[config.mk]
export PLATFORM = sky130hd
export DESIGN_NAME = i2c_touch_target_flat
export DESIGN_NICKNAME = d
export VERILOG_FILES = /design/src/rtl/i2c_touch_target_if.sv /design/src/rtl/i2c_touch_target.sv /design/src/flat_wrapper.sv
export SDC_FILE = /design/constraint.sdc
export NUM_CORES = 1
export LEC_CHECK = 0
export CAP_MARGIN = 10
export CORE_MARGIN = 2
export CORE_UTILIZATION = 45
export CTS_BUF_LIST = sky130_fd_sc_hd__clkbuf_16
export CTS_CLUSTER_SIZE = 30
export DETAILED_ROUTE_END_ITERATION = 10
export RECOVER_POWER = 25
export REMOVE_ABC_BUFFERS = 1
export SLEW_MARGIN = 20
export SYNTH_ARGS = -nofsm -noshare
export SYNTH_HDL_FRONTEND = slang
export SYNTH_SLANG_ARGS = --single-unit
[constraint.sdc]
create_clock -name clk -period 5.8 [get_ports clk]
set_input_delay 1.74 -clock clk [delete_from_list [all_inputs] [get_ports clk]]
set_output_delay 1.74 -clock clk [all_outputs]
set_load 0.05 [all_outputs]
[src/rtl/i2c_touch_target_if.sv]
// I2C pin bundle between the touch-controller emulator and its pad/bench.
// scl_in/sda_in are raw pin levels; sda_oe=1 pulls SDA low (open drain).
interface i2c_touch_target_if;
  logic scl_in;
  logic sda_in;
  logic sda_oe;

  modport master (output scl_in, output sda_in, input sda_oe);
  modport slave  (input scl_in, input sda_in, output sda_oe);
endinterface

[src/rtl/i2c_touch_target.sv]
// I2C target emulating the touch controller: address/pointer/data decode,
// a fabric-loaded register file served on reads, and the active-low touch interrupt.
module i2c_touch_target #(
  parameter logic [6:0]  DEV_ADDR   = 7'h38,
  parameter int unsigned REG_AW     = 4,
  parameter int unsigned STATUS_REG = 2
) (
  input  logic              clk,
  input  logic              rst,
  i2c_touch_target_if.slave bus,
  output logic              touch_n,
  input  logic              touch_event,
  input  logic              reg_wr_en,
  input  logic [REG_AW-1:0] reg_wr_addr,
  input  logic [7:0]        reg_wr_data,
  output logic              rx_valid,
  output logic [REG_AW-1:0] rx_addr,
  output logic [7:0]        rx_data,
  output logic              busy
);
  localparam int unsigned Depth = 2 ** REG_AW;

  typedef enum logic [3:0] {
    StIdle, StAddr, StAddrAck, StPtr, StPtrAck,
    StWrData, StDataAck, StRdData, StRdAck, StIgnore
  } state_e;

  state_e            state_q, state_d;
  logic [2:0]        scl_q, sda_q;
  logic [2:0]        cnt_q, cnt_d;
  logic [7:0]        sr_q, sr_d;
  logic [REG_AW-1:0] ptr_q, ptr_d, rx_addr_q, rx_addr_d;
  logic [7:0]        rx_data_q, rx_data_d;
  logic              rw_q, rw_d, pend_q, pend_d, oe_q, oe_d;
  logic              busy_q, busy_d, rx_valid_q, rx_valid_d, touch_q;
  logic [7:0]        regs_q [Depth];
  logic              bus_we, release_touch;
  logic              scl_s, sda_s, scl_rise, scl_fall, start_ev, stop_ev;
  logic [7:0]        rx_byte, rd_byte;

  // [0],[1] synchronizer, [2] edge history
  assign scl_s    = scl_q[1];
  assign sda_s    = sda_q[1];
  assign scl_rise = scl_s & ~scl_q[2];
  assign scl_fall = ~scl_s & scl_q[2];
  assign start_ev = scl_s & scl_q[2] & sda_q[2] & ~sda_s;
  assign stop_ev  = scl_s & scl_q[2] & ~sda_q[2] & sda_s;
  assign rx_byte  = {sr_q[6:0], sda_s};
  assign rd_byte  = regs_q[ptr_q];

  always_ff @(posedge clk or negedge rst) begin
    if (!rst) begin
      scl_q <= 3'b111;
      sda_q <= 3'b111;
    end else begin
      scl_q <= {scl_q[1:0], bus.scl_in};
      sda_q <= {sda_q[1:0], bus.sda_in};
    end
  end

  always_comb begin
    state_d       = state_q;
    cnt_d         = cnt_q;
    sr_d          = sr_q;
    ptr_d         = ptr_q;
    rw_d          = rw_q;
    pend_d        = pend_q;
    oe_d          = oe_q;
    busy_d        = busy_q;
    rx_valid_d    = 1'b0;
    rx_addr_d     = rx_addr_q;
    rx_data_d     = rx_data_q;
    bus_we        = 1'b0;
    release_touch = 1'b0;
    if (start_ev) begin
      state_d = StAddr;
      cnt_d   = '0;
      oe_d    = 1'b0;
      pend_d  = 1'b0;
    end else if (stop_ev) begin
      state_d = StIdle;
      oe_d    = 1'b0;
      busy_d  = 1'b0;
      pend_d  = 1'b0;
    end else begin
      unique case (state_q)
        StAddr: if (scl_rise) begin
          sr_d  = rx_byte;
          cnt_d = cnt_q + 3'd1;
          if (cnt_q == 3'd7) begin
            if (rx_byte[7:1] == DEV_ADDR) begin
              state_d = StAddrAck;
              rw_d    = rx_byte[0];
              busy_d  = 1'b1;
            end else begin
              state_d = StIgnore;
              busy_d  = 1'b0;
            end
          end
        end
        StPtr: if (scl_rise) begin
          sr_d  = rx_byte;
          cnt_d = cnt_q + 3'd1;
          if (cnt_q == 3'd7) begin
            ptr_d   = rx_byte[REG_AW-1:0];
            state_d = StPtrAck;
          end
        end
        StWrData: if (scl_rise) begin
          sr_d  = rx_byte;
          cnt_d = cnt_q + 3'd1;
          if (cnt_q == 3'd7) begin
            bus_we     = 1'b1;
            rx_valid_d = 1'b1;
            rx_addr_d  = ptr_q;
            rx_data_d  = rx_byte;
            ptr_d      = ptr_q + REG_AW'(1);
            state_d    = StDataAck;
          end
        end
        // First fall drives ACK, second fall ends it; oe_q tells the two apart.
        StAddrAck, StPtrAck, StDataAck: if (scl_fall) begin
          if (!oe_q) begin
            oe_d = 1'b1;
          end else begin
            oe_d  = 1'b0;
            cnt_d = '0;
            if (state_q != StAddrAck) begin
              state_d = StWrData;
            end else if (!rw_q) begin
              state_d = StPtr;
            end else begin
              state_d = StRdData;
              sr_d    = rd_byte;
              oe_d    = ~rd_byte[7];
            end
          end
        end
        StRdData: begin
          if (scl_rise) begin
            cnt_d = cnt_q + 3'd1;
          end else if (scl_fall) begin
            if (pend_q) begin
              pend_d = 1'b0;
              cnt_d  = '0;
              sr_d   = rd_byte;
              oe_d   = ~rd_byte[7];
            end else if (cnt_q == 3'd0) begin
              oe_d    = 1'b0;
              state_d = StRdAck;
            end else begin
              sr_d = {sr_q[6:0], 1'b0};
              oe_d = ~sr_q[6];
            end
          end
        end
        StRdAck: if (scl_rise) begin
          if (ptr_q == REG_AW'(STATUS_REG)) release_touch = 1'b1;
          if (!sda_s) begin
            ptr_d   = ptr_q + REG_AW'(1);
            pend_d  = 1'b1;
            state_d = StRdData;
          end else begin
            state_d = StIgnore;
            busy_d  = 1'b0;
          end
        end
        default: ;
      endcase
    end
  end

  always_ff @(posedge clk or negedge rst) begin
    if (!rst) begin
      state_q    <= StIdle;
      cnt_q      <= '0;
      sr_q       <= '0;
      ptr_q      <= '0;
      rw_q       <= 1'b0;
      pend_q     <= 1'b0;
      oe_q       <= 1'b0;
      busy_q     <= 1'b0;
      rx_valid_q <= 1'b0;
      rx_addr_q  <= '0;
      rx_data_q  <= '0;
      touch_q    <= 1'b1;
    end else begin
      state_q    <= state_d;
      cnt_q      <= cnt_d;
      sr_q       <= sr_d;
      ptr_q      <= ptr_d;
      rw_q       <= rw_d;
      pend_q     <= pend_d;
      oe_q       <= oe_d;
      busy_q     <= busy_d;
      rx_valid_q <= rx_valid_d;
      rx_addr_q  <= rx_addr_d;
      rx_data_q  <= rx_data_d;
      if (touch_event)        touch_q <= 1'b0;
      else if (release_touch) touch_q <= 1'b1;
    end
  end

  // Local write beats a bus write to the same register in the same cycle.
  always_ff @(posedge clk or negedge rst) begin
    if (!rst) begin
      for (int i = 0; i < Depth; i++) regs_q[i] <= '0;
    end else begin
      for (int i = 0; i < Depth; i++) begin
        if (reg_wr_en && reg_wr_addr == REG_AW'(i))  regs_q[i] <= reg_wr_data;
        else if (bus_we && ptr_q == REG_AW'(i))       regs_q[i] <= rx_byte;
      end
    end
  end

  assign bus.sda_oe = oe_q;
  assign touch_n    = touch_q;
  assign rx_valid   = rx_valid_q;
  assign rx_addr    = rx_addr_q;
  assign rx_data    = rx_data_q;
  assign busy       = busy_q;
endmodule

[src/flat_wrapper.sv]
// flat-port wrapper written by rule: the top's interface ports become plain ports
module i2c_touch_target_flat 
#(
  parameter logic [6:0]  DEV_ADDR   = 7'h38,
  parameter int unsigned REG_AW     = 4,
  parameter int unsigned STATUS_REG = 2
)
  (clk, rst, touch_n, touch_event, reg_wr_en, reg_wr_addr, reg_wr_data, rx_valid, rx_addr, rx_data, busy, bus_scl_in, bus_sda_in, bus_sda_oe);
  i2c_touch_target_if bus_i ();
  input  logic clk;
  input  logic rst;
  output logic touch_n;
  input  logic touch_event;
  input  logic reg_wr_en;
  input  logic [REG_AW-1:0] reg_wr_addr;
  input  logic [7:0] reg_wr_data;
  output logic rx_valid;
  output logic [REG_AW-1:0] rx_addr;
  output logic [7:0] rx_data;
  output logic busy;
  input wire logic [$bits(bus_i.scl_in)-1:0] bus_scl_in;
  input wire logic [$bits(bus_i.sda_in)-1:0] bus_sda_in;
  output wire logic [$bits(bus_i.sda_oe)-1:0] bus_sda_oe;
  assign bus_i.scl_in = bus_scl_in;
  assign bus_i.sda_in = bus_sda_in;
  assign bus_sda_oe = bus_i.sda_oe;
  i2c_touch_target #(.DEV_ADDR(DEV_ADDR), .REG_AW(REG_AW), .STATUS_REG(STATUS_REG)) u_core (.clk(clk), .rst(rst), .bus(bus_i), .touch_n(touch_n), .touch_event(touch_event), .reg_wr_en(reg_wr_en), .reg_wr_addr(reg_wr_addr), .reg_wr_data(reg_wr_data), .rx_valid(rx_valid), .rx_addr(rx_addr), .rx_data(rx_data), .busy(busy));
endmodule
* After elaboration in Yosys (flattened, before gate mapping)
Cells that the tools add are included.
** Storage, ports and cells
- Register bits :: 170
- Bits in latches :: 0
- Memory bits (writable) :: 0
- Memory bits (read-only) :: 0
- Input bits :: 18
- Output and inout port bits :: 16
- Word-level logic and storage cells :: 316
- Memories kept :: 0
** Cells by class
- Add/subtract/negate cells :: 2
- Multiply operators :: 0
- Divide/modulo/power cells :: 0
- Magnitude comparators :: 1
- Equal/unequal tests :: 79
- Shift-type cells :: 0
- Muxes and demuxes :: 118
- Bitwise logic cells :: 16
- Reductions and logical operators :: 70
** Operators by type and width (count)
- 8-bit 2-to-1 mux :: 34
- 4-bit 2-to-1 mux :: 24
- 4-bit == test (second input constant) :: 17
- 7-bit 2-to-1 mux :: 9
- 4-bit by 1-bit != test with 1-bit output (second input constant) :: 13
- 4-bit by 3-bit == test with 1-bit output (second input constant) :: 12
- 1-bit 2-to-1 mux :: 34
- 2-bit nonzero test :: 17
- 8-bit binary-select mux with 4-bit select :: 1
- 1-bit logical AND :: 32
- 3-bit 2-to-1 mux :: 9
- 4-bit by 2-bit == test with 1-bit output (second input constant) :: 6
- 4-bit case mux with 6 select lines :: 1
- 2-bit by 1-bit != test with 1-bit output (second input constant) :: 11
- 3-bit by 1-bit != test with 1-bit output (second input constant) :: 7
- 7-bit case mux with 3 select lines :: 1
- 14-bit AND reduction :: 1
- 4-bit by 1-bit == test with 1-bit output (second input constant) :: 3
- 4-bit != test (second input constant) :: 3
- 4-bit case mux with 3 select lines :: 1
- 6-bit AND reduction :: 2
- 4-bit nonzero test :: 3
- 11-bit AND reduction :: 1
- 5-bit AND reduction :: 2
- other kinds (21) :: 42

* Depth between registers and ports, before layout
- Depth after elaboration :: 12
- Depth in mapped cells :: 9

* Worst setup path after synthesis
No wires, ideal clock.
- Kind :: input to register
- Start :: in reg_wr_addr[0]
- End :: reg u_core.regs_q[46] (netlist bit)
- Arrival time :: 2.664 ns
- Required time :: 5.663 ns
- Setup slack :: 2.999 ns
- Cell stages on the path :: 5
- Path buffers :: 1
- Cell sequence :: nor3b_1 nand3_1 clkbuf_1 nor2_1 a21oi_1
** Between the ends
- Cells in the longest elaborated chain, start to end :: 3
** Ends and longest elaborated chain
- from (decl) :: line flat_wrapper.sv:15 : input logic [REG_AW-1:0] reg_wr_addr;
- 4-bit == test * :: line i2c_touch_target.sv:210 : if (reg_wr_en && reg_wr_addr == REG_AW'(i)) regs_q[i] <= reg_wr_data;
- 1-bit logical AND * :: line i2c_touch_target.sv:210
- 8-bit 2-to-1 mux or 2-bit nonzero test (tied branches)
- to (signal, indexed assignment) :: line i2c_touch_target.sv:210
- to (signal, indexed assignment) :: line i2c_touch_target.sv:211 : else if (bus_we && ptr_q == REG_AW'(i)) regs_q[i] <= rx_byte;
- to (decl) :: line i2c_touch_target.sv:36 : logic [7:0] regs_q [Depth];
Every way passes the cells marked *; elsewhere a longest branch is shown, timed or not.
A chain may end at the register's enable or synchronous reset.

* Worst setup path in the final report
- Start :: reg u_core.sda_q[1]
- End :: reg u_core.regs_q[118] (netlist bit)
** Between the ends
- Cells in the longest elaborated chain, start to end :: 5
** Ends and longest elaborated chain
- from (decl) :: line i2c_touch_target.sv:29 : logic [2:0] scl_q, sda_q;
- from (signal assigned) :: line i2c_touch_target.sv:57 : sda_q <= {sda_q[1:0], bus.sda_in};
- 1-bit AND or 1-bit NOT (tied branches) :: line i2c_touch_target.sv:47, i2c_touch_target.sv:46
- 1-bit 2-to-1 mux or 1-bit AND (tied branches) :: line i2c_touch_target.sv:80, i2c_touch_target.sv:46
- 1-bit 2-to-1 mux * :: line i2c_touch_target.sv:75 : if (start_ev) begin
- 1-bit logical AND * :: line i2c_touch_target.sv:211
- 2-bit nonzero test (no source line) *
Marked as above.

==> flow_summary_export.csv <==
group,metric,value,unit
run_status,status,"finished clean",
critical_path,crit_start,"u_core.sda_q[1]",
die,dieArea,22700,µm²
logic_synthesis,dominantRegCellSynth,"dfrtp_1",
timing,rsz0062_at_grt,"no",
cts,cts_setup_buffers,0,
logic_synthesis,yosysTopAreaCell,"dfrtp_1",
cts,clkSinkCount,170,
grt,grt_pass1_wl,41800,µm
placed_design,dp_hpwl,16900,µm
timing,slew_viol_final,0,
logic_synthesis,synth_cell_type_count,61,
cts,htreeDepth,4,
grt,grt_pass1_vias,7063,
critical_path,cp-start-kind,"flip-flop",
worst_hold_path,min_to,"u_core.scl_q[1]",
cts,cts_buffers,17,
logic_synthesis,post_synth_instance_area,9680,µm²
cts,cts_tree,"yes",
logic_synthesis,synth-edff-count,0,
placed_design,post-place-ws,1.98,ns
worst_hold_path,min_from,"u_core.scl_q[0]",
critical_path,cp.arrival,4.32,ns
logic_synthesis,synth_top_cell_area_share,42.1,%
cts,cts_buffer_depth,2,
timing,period_needed,4.03,ns
logic_synthesis,yosysSeqAreaShare,44.0,%
placed_design,io_buffers,33,
detailed_routing,num_vias,7318,
critical_path,reg2regPathDepth,5,
power_and_ir_drop,p_per_area,398,nW/µm²
critical_path,crit_type,"flip-flop to flip-flop",
logic_synthesis,synth_area_per_cell,9.87,µm²
cells_and_area,n_fill_cell,1976,
detailed_routing,drtIter0Drc,661,
die,die_x,151,µm
worst_hold_path,hold_class,"flip-flop to flip-flop",
placed_design,place.gp.congestion,0.844,
critical_path,cp-end-kind,"flip-flop",
timing,setup_viol,0,
cells_and_area,nNetsFinal,977,
critical_path,cp_max_fo,32,
detailed_routing,drt-total-wl,26700,µm
cts,clk_pin_slew,0.07,ns
critical_path,rrSetupSlack,1.77,ns
die,rows,53,
cts,clock-root-buffer,"clkbuf_16",
grt,grt_use_total,24.4,%
cts,clock_latency,0.44,ns
critical_path,required,6.09,ns
cells_and_area,multi_input_area,5000,µm²
cells_and_area,syn_to_final_growth,9.68,%
logic_synthesis,synth_common_cells,"dfrtp_1 (163), nor2_1 (143), a21oi_1 (132), mux2i_1 (124), nand2_1 (70)",
timing,max_freq,248,MHz
detailed_routing,drt_first_pass_iters,7,
detailed_routing,wl_per_cell,21.6,µm
power_and_ir_drop,p_leak,4.87,nW
detailed_routing,vias_per_cell,5.92,
die,io_pins,34,
timing,fin_worst_skew,0.0164,ns
grt,grt_overflow_total,0,
timing,tns,0,ns
logic_synthesis,synthArstFlopShare,100,%
cells_and_area,regArea,4270,µm²
die,coreArea,21100,µm²
detailed_routing,ant_nets,0,
cells_and_area,drive_gt1_share,12.9,%
job,max-cap-violations,0,
logic_synthesis,yosysMostFrequentCell,"dfrtp_1",
timing,hold_viol_final,0,
cts,ctsResizeCount,0,
detailed_routing,drcViolationCount,0,
grt,grt_antenna_before_repair,0,
logic_synthesis,yosys-top-cells-area,"dfrtp_1 (42%), mux2i_1 (13%), a21oi_1 (6.8%)",
logic_synthesis,ys_ff_latch,170,
logic_synthesis,syn_inst,981,
logic_synthesis,synth_warnings,0,
cells_and_area,n_antenna_cell,0,
power_and_ir_drop,vdd_drop_max,0.000201,V
timing,setup_ws,1.77,ns
cts,holdBufCountCts,0,
worst_hold_path,hold_depth,0,
timing,relSlewSlack,11.0,%
die,start_util,45.9,%
timing,min_period_over_period,69.5,%
die,die_h,151,µm
timing,worstMarginPinSlew,1.34,ns
critical_path,rr_startpoint,"u_core.sda_q[1]",
critical_path,r2r_end,"u_core.regs_q[118]",
grt,grt_max_degree,75,
[worst max path at each step]
stage                                    end  slack [ns]
final                     u_core.regs_q[118]        1.77
after global routing      u_core.regs_q[124]        1.48
after CTS                         bus_sda_oe        2.28
after detailed placement   u_core.regs_q[46]        1.98
after global placement     u_core.regs_q[47]        2.04
after floorplan            u_core.regs_q[40]        3.00
[critical path, cell delays in order (launching register included)]
cell       delay, ns
dfstp_1         1.40
xor2_1          0.47
a2111oi_4       0.94
nand3b_1        0.62
mux2i_1         0.33
a21oi_1         0.10
[registers in the layout (all words and copies together), names as in the netlist, 3 cells and up]
name	cells
u_core.scl_q	3
u_core.ptr_q	4
u_core.sda_q	3
u_core.state_q	4
u_core.rx_data	8
u_core.cnt_q	3
u_core.sr_q	7
u_core.rx_addr	4
u_core.regs_q	128
[stage by stage]
stage               util (%)  power (mW)  std cells  hold WS [ns]  cell area, µm²
finish                  50.4        4.23       1236         0.364           10600
global route            50.4        4.44       1236         0.369           10600
CTS                     50.3        4.23       1236         0.360           10600
detailed placement      47.6        3.11       1205         0.348           10000
global placement        47.6        3.09       1205         0.347           10000
floorplan                  -        2.58        889         0.345            9290
[metal layers]
layer,global-route usage [%],vias up,wire length [µm]
li1,-,3419,-
met1,34.7,3639,12300
met2,39.2,235,12600
met3,3.82,25,1440
met4,6.03,0,414
met5,0,-,0
[logic make-up after synthesis]
family	Yosys count	synth area share, %
simple gates	300	14.5
compound gates	213	13.1
mux	182	22.4
flops	170	44.0
buf+inv	104	4.48
fa+ha+maj	10	1.29
xor+xnor	2	0.181
[placed cells by master, fill, tap and decap left out, types with 8 or more instances in the layout]
cell / Yosys / final
mux2_2: 34 / 34
mux2i_1: 124 / 124
a31oi_1: 19 / 19
nor2b_1: 8 / 8
a21oi_1: 132 / 132
ha_1: 10 / 10
o21ai_0: 19 / 19
clkdlybuf4s50_1: 0 / 30
inv_1: 11 / 11
dfrtp_1: 163 / 161
nor2_1: 143 / 143
nand3_1: 16 / 16
nand2_1: 70 / 70
nand3b_1: 10 / 10
clkbuf_16: 0 / 17
mux4_2: 24 / 24
[power breakdown]
part	switching, mW	leakage (nW)	internal, mW
clock network	0.517	0.278	0.601
registers	0.377	1.88	1.42
logic	0.704	2.71	0.605
total	1.60	4.87	2.63
[cell type report]
cell class / count / share of cell area (%)
clock inverters: 14 / 1.30
well taps: 275 / 3.24
clock buffers: 17 / 4.01
repair buffers: 41 / 3.81
multi-input cells: 707 / 47.1
flip-flops and latches: 170 / 40.2
inverters: 12 / 0.424
No activity file was read; power rests on OpenSTA's default activity.
